[src/rtl/id_ex_stage_pkg.sv]
// Shared CPU constants: opcode/funct encodings, register aliases and the
// operand-select classes used by the ID/EX stage.
package id_ex_stage_pkg;

  localparam int OPCODE_WIDTH   = 6;
  localparam int FUNCCODE_WIDTH = 6;

  localparam logic [OPCODE_WIDTH-1:0] Op_Rtype = 6'h00;
  localparam logic [OPCODE_WIDTH-1:0] Op_Jal   = 6'h03;
  localparam logic [OPCODE_WIDTH-1:0] Op_Addi  = 6'h08;
  localparam logic [OPCODE_WIDTH-1:0] Op_Addiu = 6'h09;
  localparam logic [OPCODE_WIDTH-1:0] Op_Slti  = 6'h0A;
  localparam logic [OPCODE_WIDTH-1:0] Op_Sltiu = 6'h0B;
  localparam logic [OPCODE_WIDTH-1:0] Op_Andi  = 6'h0C;
  localparam logic [OPCODE_WIDTH-1:0] Op_Ori   = 6'h0D;
  localparam logic [OPCODE_WIDTH-1:0] Op_Xori  = 6'h0E;
  localparam logic [OPCODE_WIDTH-1:0] Op_Lui   = 6'h0F;
  localparam logic [OPCODE_WIDTH-1:0] Op_Lb    = 6'h20;
  localparam logic [OPCODE_WIDTH-1:0] Op_Lh    = 6'h21;
  localparam logic [OPCODE_WIDTH-1:0] Op_Lw    = 6'h23;
  localparam logic [OPCODE_WIDTH-1:0] Op_Lbu   = 6'h24;
  localparam logic [OPCODE_WIDTH-1:0] Op_Lhu   = 6'h25;
  localparam logic [OPCODE_WIDTH-1:0] Op_Sb    = 6'h28;
  localparam logic [OPCODE_WIDTH-1:0] Op_Sh    = 6'h29;
  localparam logic [OPCODE_WIDTH-1:0] Op_Sw    = 6'h2B;

  localparam logic [FUNCCODE_WIDTH-1:0] Func_Jr = 6'h08;

  localparam int Reg_Ra = 31;

  // How ALU operands A/B are formed from the captured instruction.
  typedef enum logic [1:0] {
    SEL_RR  = 2'd0,
    SEL_RI  = 2'd1,
    SEL_LUI = 2'd2,
    SEL_JAL = 2'd3
  } opnd_sel_e;

endpackage

[src/rtl/id_ex_stage_fwd_mux32.sv]
// Per-operand forwarding mux: EX/MEM beats MEM/WB beats the captured
// register-file data; register 0 is never forwarded.
module fwd_mux32 #(
  parameter int DP_WIDTH   = 32,
  parameter int REG_ADDR_W = 5
) (
  input  logic [REG_ADDR_W-1:0] src_addr,
  input  logic [DP_WIDTH-1:0]   src_data,
  input  logic                  exmem_reg_write,
  input  logic [REG_ADDR_W-1:0] exmem_dst_addr,
  input  logic [DP_WIDTH-1:0]   exmem_result,
  input  logic                  memwb_reg_write,
  input  logic [REG_ADDR_W-1:0] memwb_dst_addr,
  input  logic [DP_WIDTH-1:0]   memwb_wdata,
  output logic [DP_WIDTH-1:0]   operand
);

  always_comb begin
    operand = src_data;
    if (src_addr != '0) begin
      if (exmem_reg_write && (exmem_dst_addr == src_addr)) begin
        operand = exmem_result;
      end else if (memwb_reg_write && (memwb_dst_addr == src_addr)) begin
        operand = memwb_wdata;
      end
    end
  end

endmodule

[src/rtl/id_ex_stage.sv]
// ID/EX pipeline register: decodes and extends at capture, forwards and
// selects ALU operands combinationally, and inserts load-use bubbles.
module id_ex_stage #(
  parameter int DP_WIDTH   = 32,
  parameter int REG_ADDR_W = 5
) (
  input  logic                  clk,
  input  logic                  rst,
  input  logic                  hold,
  input  logic                  flush,
  input  logic                  id_valid,
  input  logic [5:0]            id_op_code,
  input  logic [5:0]            id_func_code,
  input  logic [REG_ADDR_W-1:0] id_rs_addr,
  input  logic [REG_ADDR_W-1:0] id_rt_addr,
  input  logic [REG_ADDR_W-1:0] id_rd_addr,
  input  logic [DP_WIDTH-1:0]   id_rs_data,
  input  logic [DP_WIDTH-1:0]   id_rt_data,
  input  logic [15:0]           id_imm16,
  input  logic [4:0]            id_shamt,
  input  logic [DP_WIDTH-1:0]   id_pc_plus4,
  input  logic                  exmem_reg_write,
  input  logic [REG_ADDR_W-1:0] exmem_dst_addr,
  input  logic [DP_WIDTH-1:0]   exmem_result,
  input  logic                  memwb_reg_write,
  input  logic [REG_ADDR_W-1:0] memwb_dst_addr,
  input  logic [DP_WIDTH-1:0]   memwb_wdata,
  output logic                  ex_valid,
  output logic [5:0]            ex_op_code,
  output logic [5:0]            ex_func_code,
  output logic [DP_WIDTH-1:0]   ex_alu_a,
  output logic [DP_WIDTH-1:0]   ex_alu_b,
  output logic [4:0]            ex_shamt,
  output logic [DP_WIDTH-1:0]   ex_store_data,
  output logic [REG_ADDR_W-1:0] ex_dst_addr,
  output logic                  ex_reg_write,
  output logic                  ex_mem_read,
  output logic                  ex_mem_write,
  output logic                  load_use_stall
);

  import id_ex_stage_pkg::*;

  typedef struct packed {
    logic                  valid;
    logic [5:0]            op;
    logic [5:0]            func;
    logic [REG_ADDR_W-1:0] rs;
    logic [REG_ADDR_W-1:0] rt;
    logic [REG_ADDR_W-1:0] dst;
    logic [DP_WIDTH-1:0]   rs_data;
    logic [DP_WIDTH-1:0]   rt_data;
    logic [DP_WIDTH-1:0]   imm;
    logic [DP_WIDTH-1:0]   pc_plus4;
    logic [4:0]            shamt;
    logic                  reg_write;
    logic                  mem_read;
    logic                  mem_write;
    opnd_sel_e             sel;
  } ex_reg_t;

  ex_reg_t             dec;
  ex_reg_t             ex_d;
  ex_reg_t             ex_q;
  logic [DP_WIDTH-1:0] fwd_rs;
  logic [DP_WIDTH-1:0] fwd_rt;
  logic [DP_WIDTH-1:0] imm_sext;
  logic [DP_WIDTH-1:0] imm_zext;
  logic [DP_WIDTH-1:0] imm_lui;

  assign imm_sext = {{(DP_WIDTH-16){id_imm16[15]}}, id_imm16};
  assign imm_zext = {{(DP_WIDTH-16){1'b0}}, id_imm16};
  assign imm_lui  = {id_imm16, {(DP_WIDTH-16){1'b0}}};

  always_comb begin
    dec           = '0;
    dec.valid     = 1'b1;
    dec.op        = id_op_code;
    dec.func      = id_func_code;
    dec.rs        = id_rs_addr;
    dec.rt        = id_rt_addr;
    dec.rs_data   = id_rs_data;
    dec.rt_data   = id_rt_data;
    dec.pc_plus4  = id_pc_plus4;
    dec.shamt     = id_shamt;
    dec.imm       = imm_sext;
    dec.sel       = SEL_RR;
    case (id_op_code)
      Op_Rtype: begin
        dec.dst       = id_rd_addr;
        dec.reg_write = (id_func_code != Func_Jr);
      end
      Op_Addi, Op_Addiu, Op_Slti, Op_Sltiu: begin
        dec.dst       = id_rt_addr;
        dec.reg_write = 1'b1;
        dec.sel       = SEL_RI;
      end
      Op_Andi, Op_Ori, Op_Xori: begin
        dec.dst       = id_rt_addr;
        dec.reg_write = 1'b1;
        dec.imm       = imm_zext;
        dec.sel       = SEL_RI;
      end
      Op_Lui: begin
        dec.dst       = id_rt_addr;
        dec.reg_write = 1'b1;
        dec.imm       = imm_lui;
        dec.sel       = SEL_LUI;
      end
      Op_Lb, Op_Lh, Op_Lw, Op_Lbu, Op_Lhu: begin
        dec.dst       = id_rt_addr;
        dec.reg_write = 1'b1;
        dec.mem_read  = 1'b1;
        dec.sel       = SEL_RI;
      end
      Op_Sb, Op_Sh, Op_Sw: begin
        dec.mem_write = 1'b1;
        dec.sel       = SEL_RI;
      end
      Op_Jal: begin
        dec.dst       = REG_ADDR_W'(Reg_Ra);
        dec.reg_write = 1'b1;
        dec.sel       = SEL_JAL;
      end
      // Branches and jumps without a link write nothing; A/B carry rs/rt.
      default: ;
    endcase
  end

  assign load_use_stall = ex_q.valid && ex_q.mem_read && (ex_q.dst != '0) && id_valid &&
                          ((ex_q.dst == id_rs_addr) || (ex_q.dst == id_rt_addr));

  // Flush outranks hold so a redirect always squashes; a bubble is all-zero.
  always_comb begin
    ex_d = ex_q;
    if (flush) begin
      ex_d = '0;
    end else if (!hold) begin
      if (load_use_stall || !id_valid) begin
        ex_d = '0;
      end else begin
        ex_d = dec;
      end
    end
  end

  always_ff @(posedge clk) begin
    if (rst) begin
      ex_q <= '0;
    end else begin
      ex_q <= ex_d;
    end
  end

  fwd_mux32 #(.DP_WIDTH(DP_WIDTH), .REG_ADDR_W(REG_ADDR_W)) u_fwd_rs (
    .src_addr        (ex_q.rs),
    .src_data        (ex_q.rs_data),
    .exmem_reg_write (exmem_reg_write),
    .exmem_dst_addr  (exmem_dst_addr),
    .exmem_result    (exmem_result),
    .memwb_reg_write (memwb_reg_write),
    .memwb_dst_addr  (memwb_dst_addr),
    .memwb_wdata     (memwb_wdata),
    .operand         (fwd_rs)
  );

  fwd_mux32 #(.DP_WIDTH(DP_WIDTH), .REG_ADDR_W(REG_ADDR_W)) u_fwd_rt (
    .src_addr        (ex_q.rt),
    .src_data        (ex_q.rt_data),
    .exmem_reg_write (exmem_reg_write),
    .exmem_dst_addr  (exmem_dst_addr),
    .exmem_result    (exmem_result),
    .memwb_reg_write (memwb_reg_write),
    .memwb_dst_addr  (memwb_dst_addr),
    .memwb_wdata     (memwb_wdata),
    .operand         (fwd_rt)
  );

  always_comb begin
    ex_alu_a = fwd_rs;
    ex_alu_b = fwd_rt;
    case (ex_q.sel)
      SEL_RI: begin
        ex_alu_b = ex_q.imm;
      end
      SEL_LUI: begin
        ex_alu_a = '0;
        ex_alu_b = ex_q.imm;
      end
      SEL_JAL: begin
        ex_alu_a = ex_q.pc_plus4;
        ex_alu_b = DP_WIDTH'(4);
      end
      default: ;
    endcase
  end

  assign ex_valid      = ex_q.valid;
  assign ex_op_code    = ex_q.op;
  assign ex_func_code  = ex_q.func;
  assign ex_shamt      = ex_q.shamt;
  assign ex_store_data = fwd_rt;
  assign ex_dst_addr   = ex_q.dst;
  assign ex_reg_write  = ex_q.reg_write;
  assign ex_mem_read   = ex_q.mem_read;
  assign ex_mem_write  = ex_q.mem_write;

endmodule

[config.mk]
export PLATFORM = sky130hd
export DESIGN_NAME = id_ex_stage
export DESIGN_NICKNAME = d
export VERILOG_FILES = /design/src/rtl/id_ex_stage_pkg.sv /design/src/rtl/id_ex_stage_fwd_mux32.sv /design/src/rtl/id_ex_stage.sv
export SDC_FILE = /design/constraint.sdc
export NUM_CORES = 1
export LEC_CHECK = 0
export BUFFER_PORTS_ARGS = -buffer_cell sky130_fd_sc_hd__buf_2
export CORE_MARGIN = 4
export CORE_UTILIZATION = 35
export CTS_CLUSTER_DIAMETER = 150
export CTS_CLUSTER_SIZE = 8
export DETAILED_ROUTE_END_ITERATION = 16
export PLACE_DENSITY = 0.73
export SLEW_MARGIN = 20
export SYNTH_ARGS = -nofsm -noshare
export SYNTH_HDL_FRONTEND = slang
export SYNTH_SLANG_ARGS = --single-unit
[constraint.sdc]
create_clock -name clk -period 1.85 [get_ports clk]
set_input_delay 0.185 -clock clk [delete_from_list [all_inputs] [get_ports clk]]
set_output_delay 0.185 -clock clk [all_outputs]
set_load 0.03 [all_outputs]
==> summary.json <==
{
  "run_status": {
    "outcome": "complete, but fails checks",
    "violations": "negative setup slack"
  },
  "sta": {
    "final-setup-viol-count": 260,
    "worst-slew-pin-transition_ns": 0.852,
    "unrepaired_setup_endpoints_after_global_routing": "true",
    "final.setup_skew_ns": 0.0131,
    "final-hold-violation-count": 0,
    "finalWorstSetupSlack_ns": -0.952,
    "clock.fmax_mhz": 357,
    "timing.setup.tns_ns": -94.21,
    "worst_hold_slack_ns": 0.0242,
    "timing.slew.headroom_pct": 42.4,
    "slew_violations": 0,
    "post-route-min-period_ns": 2.80,
    "min_period_over_period_pct": 151
  },
  "yosys": {
    "ys_async_rst_share_pct": 0,
    "synth_cells": 946,
    "synth_enable_flop_cells": 0,
    "synthesized_cell_area_sq_mm": 0.00903,
    "cell_taking_the_most_area_after_synthesis": "dfxtp_1",
    "synth_area_leaders": "dfxtp_1 (37%), a22o_1 (13%), a32o_1 (7.4%)",
    "yosys_synthesis_warning_count": 0,
    "synth.lib_cells_used.distinct": 53,
    "synth.top_cell.area_share_pct": 36.8,
    "synth_area_per_cell_sq_um": 9.54,
    "mappedNetlistNets": 1174,
    "sequential_share_of_the_synthesized_area_pct": 36.8,
    "synth_ff_type": "dfxtp_1",
    "ys_seq_elements": 166
  },
  "cts": {
    "clk_pin_slew_ns": 0.07,
    "root_buffer": "clkbuf_16",
    "cts_htree_levels": 4,
    "cts_buffer_depth": 2,
    "clock_latency_ns": 0.44,
    "tritoncts": "built",
    "cts_buffers": 17,
    "clock-sinks": 166
  },
  "critical_path": {
    "worst_setup_start_kind": "flop",
    "arrival_time_worst_endpoint_ns": 2.62,
    "timing.reg2reg.worst_path_depth": 9,
    "critical_path_maximum_fanout": 6,
    "regToRegStartpoint": "ex_dst_addr[2]$_SDFFE_PP0N_",
    "cp_capture_type": "primary output",
    "critPathRequiredTime_ns": 1.66,
    "worst-r2r-setup-slack_ns": -0.22,
    "worstReg2RegEnd": "ex_q[115]$_SDFFE_PP0N_",
    "setup.worst_path.class": "reg2out"
  },
  "hold_path": {
    "worst_hold_path_type": "in2reg",
    "hold_path.startpoint": "id_imm16[2]",
    "worst_hold_path.num_cells": 2,
    "hold_path_end": "ex_q[44]$_SDFFE_PP0N_"
  },
  "routing": {
    "first_iter_violations": 1422,
    "totalWireLength_um": 53600,
    "dr.pass1.iters": 5,
    "via_per_inst": 6.48,
    "post_drt_antenna_nets": 0,
    "post_drt_wl_per_cell_um": 29.5,
    "drt_drc_violations_left": 0,
    "vias": 11800
  },
  "cells_and_area": {
    "post_route_cells_drive_above_1_share_pct": 55.3,
    "final_core_utilization_pct": 67.7,
    "final_net_count": 1696,
    "mostFrequentLayoutCell": "buf_2",
    "layout_common_cells": "buf_2 (264), dfxtp_1 (154), a22o_1 (130)",
    "final_area_sq_mm": 0.0171,
    "filler_cell_count": 1741,
    "areaGrowthSynthToFinish_pct": 89.5,
    "finalNonFillerCells": 1815
  },
  "power": {
    "power.share.switching_pct": 30.8,
    "leakagePower_nw": 6.85,
    "power.switching_mw": 2.90,
    "p_clk_share_pct": 38.8,
    "power.ir.vdd_worst_mv": 0.640,
    "intPower_mw": 6.51,
    "comb_power_share_pct": 21.9,
    "seqPwrFrac_pct": 39.3,
    "power_per_cell_area_mw_per_mm2": 550
  },
  "grt": {
    "groute.usage.overall_pct": 31.9,
    "globalRouteOverflowTotal": 0,
    "grt_start_max_net_pins": 60,
    "antenna_violations_before_repair": 6,
    "vias_in_the_first_global_route": 11200,
    "grt_first_pass_wirelength_um": 69800
  },
  "floorplan": {
    "placementRows": 58,
    "core_area_sq_mm": 0.0253,
    "horizontal_extent_of_the_die_um": 169,
    "die_height_um": 169,
    "fp.dieArea_sq_mm": 0.0284,
    "start_util_pct": 35.7,
    "floorplan.io_pins": 348
  },
  "placement": {
    "detailed_place_hpwl_um": 30000,
    "placement.io_buffers": 347,
    "placed_area_sq_mm": 0.0123,
    "weighted_congestion_at_the_end_of_routability_driven_global_placement": 0.913,
    "place_inst": 1603
  },
  "run": {
    "max-cap-violations": 0
  }
}
[through the flow]
step / setup slack, ns / total power, mW
after floorplan: -0.357 / 4.43
after global placement: -0.474 / 5.07
after detailed placement: -0.522 / 5.09
after CTS: -0.864 / 9.05
after global routing: -1.06 / 9.62
final: -0.952 / 9.41
[cell usage after synthesis, types with 15 or more instances]
library cell and count:
a2111oi_0 34, a22o_1 130, a22oi_1 31, a2bb2oi_1 30, a32o_1 67, buf_4 38
clkbuf_1 71, dfxtp_1 166, inv_1 36, nand2b_1 15, nand3_1 31, nor3_1 38
o21ai_0 33, o22ai_1 31, o311ai_2 27, or3_1 32, xnor2_1 20
[repair_timing]
action,CTS,global route
gates cloned,10,26
buffers inserted,13,21
endpoints found under the setup margin,258,261
resized for setup,270,263
endpoints found under the hold margin,111,0
pin swaps,16,159
hold buffers,111,0
[layer usage]
| layer | track usage (%) | vias to the layer above | routed length, um |
|---|---|---|---|
| met1 | 41.0 | 5658 | 19800 |
| met5 | 0 | - | 35 |
| met3 | 7.36 | 274 | 5600 |
| met2 | 51.2 | 970 | 24600 |
| li1 | - | 4859 | - |
| met4 | 14.1 | 6 | 3530 |
[critical path, cell delays in order (launching register included)]
cell,delay [ns]
dfxtp_4,0.38
xnor2_2,0.18
nand4_1,0.14
buf_6,0.16
buf_12,0.15
clkbuf_16,0.17
a2111oi_2,0.35
o21ai_1,0.17
a32o_2,0.31
buf_4,0.17
[flip-flops by register name, summed over array words and instances, names as in the netlist]
signal        cells
ex_dst_addr       5
ex_op_code        6
ex_mem_read       1
ex_func_code      6
ex_valid          1
ex_shamt          5
ex_reg_write      1
ex_q            140
ex_mem_write      1
[power by group through the flow]
stage                     Combinational [mW]  Clock (mW)  Sequential (mW)
after CTS                               1.71        3.65             3.70
final                                   2.06        3.65             3.70
after floorplan                        0.667           0             3.77
after global placement                  1.30           0             3.78
after global routing                    2.11        3.80             3.71
after detailed placement                1.31           0             3.78
[cell families (layout without fill, tap and decap cells)]
logic type | Yosys count | count (layout) | synth area share (%)
XOR/XNOR | 30 | 30 | 2.91
other | 0 | 5 | 0
AND/OR/NAND/NOR | 165 | 167 | 10.3
AO/OA/AOI/OAI | 418 | 419 | 40.7
adder cells (fa/ha/maj) | 3 | 3 | 0.416
flip-flops | 166 | 166 | 36.8
buffers and inverters | 164 | 695 | 8.83
[final cells by class]
class,count,area (sq um),share of cell area (%)
tap,330,413,2.41
inverter,36,135,0.790
antenna,5,12.5,0.0731
clock buffer,18,439,2.57
sequential,166,3350,19.6
timing repair buffer,628,5600,32.7
multi-input combinational,619,7020,41.0
clock inverter,13,138,0.805
[worst max path at each step]
stage	startpoint	to	slack (ns)	cells past startpoint
floorplan	ex_q[147]$_SDFFE_PP0N_	ex_alu_b[31]	-0.36	6
global placement	ex_q[150]$_SDFFE_PP0N_	ex_alu_a[8]	-0.47	7
detailed placement	ex_q[150]$_SDFFE_PP0N_	ex_alu_a[8]	-0.52	7
CTS	ex_q[149]$_SDFFE_PP0N_	ex_alu_a[8]	-0.86	8
global route	ex_q[148]$_SDFFE_PP0N_	ex_alu_a[30]	-1.06	9
finish	ex_q[148]$_SDFFE_PP0N_	ex_alu_a[30]	-0.95	9
Note: power is estimated with default switching activity, not from simulation.
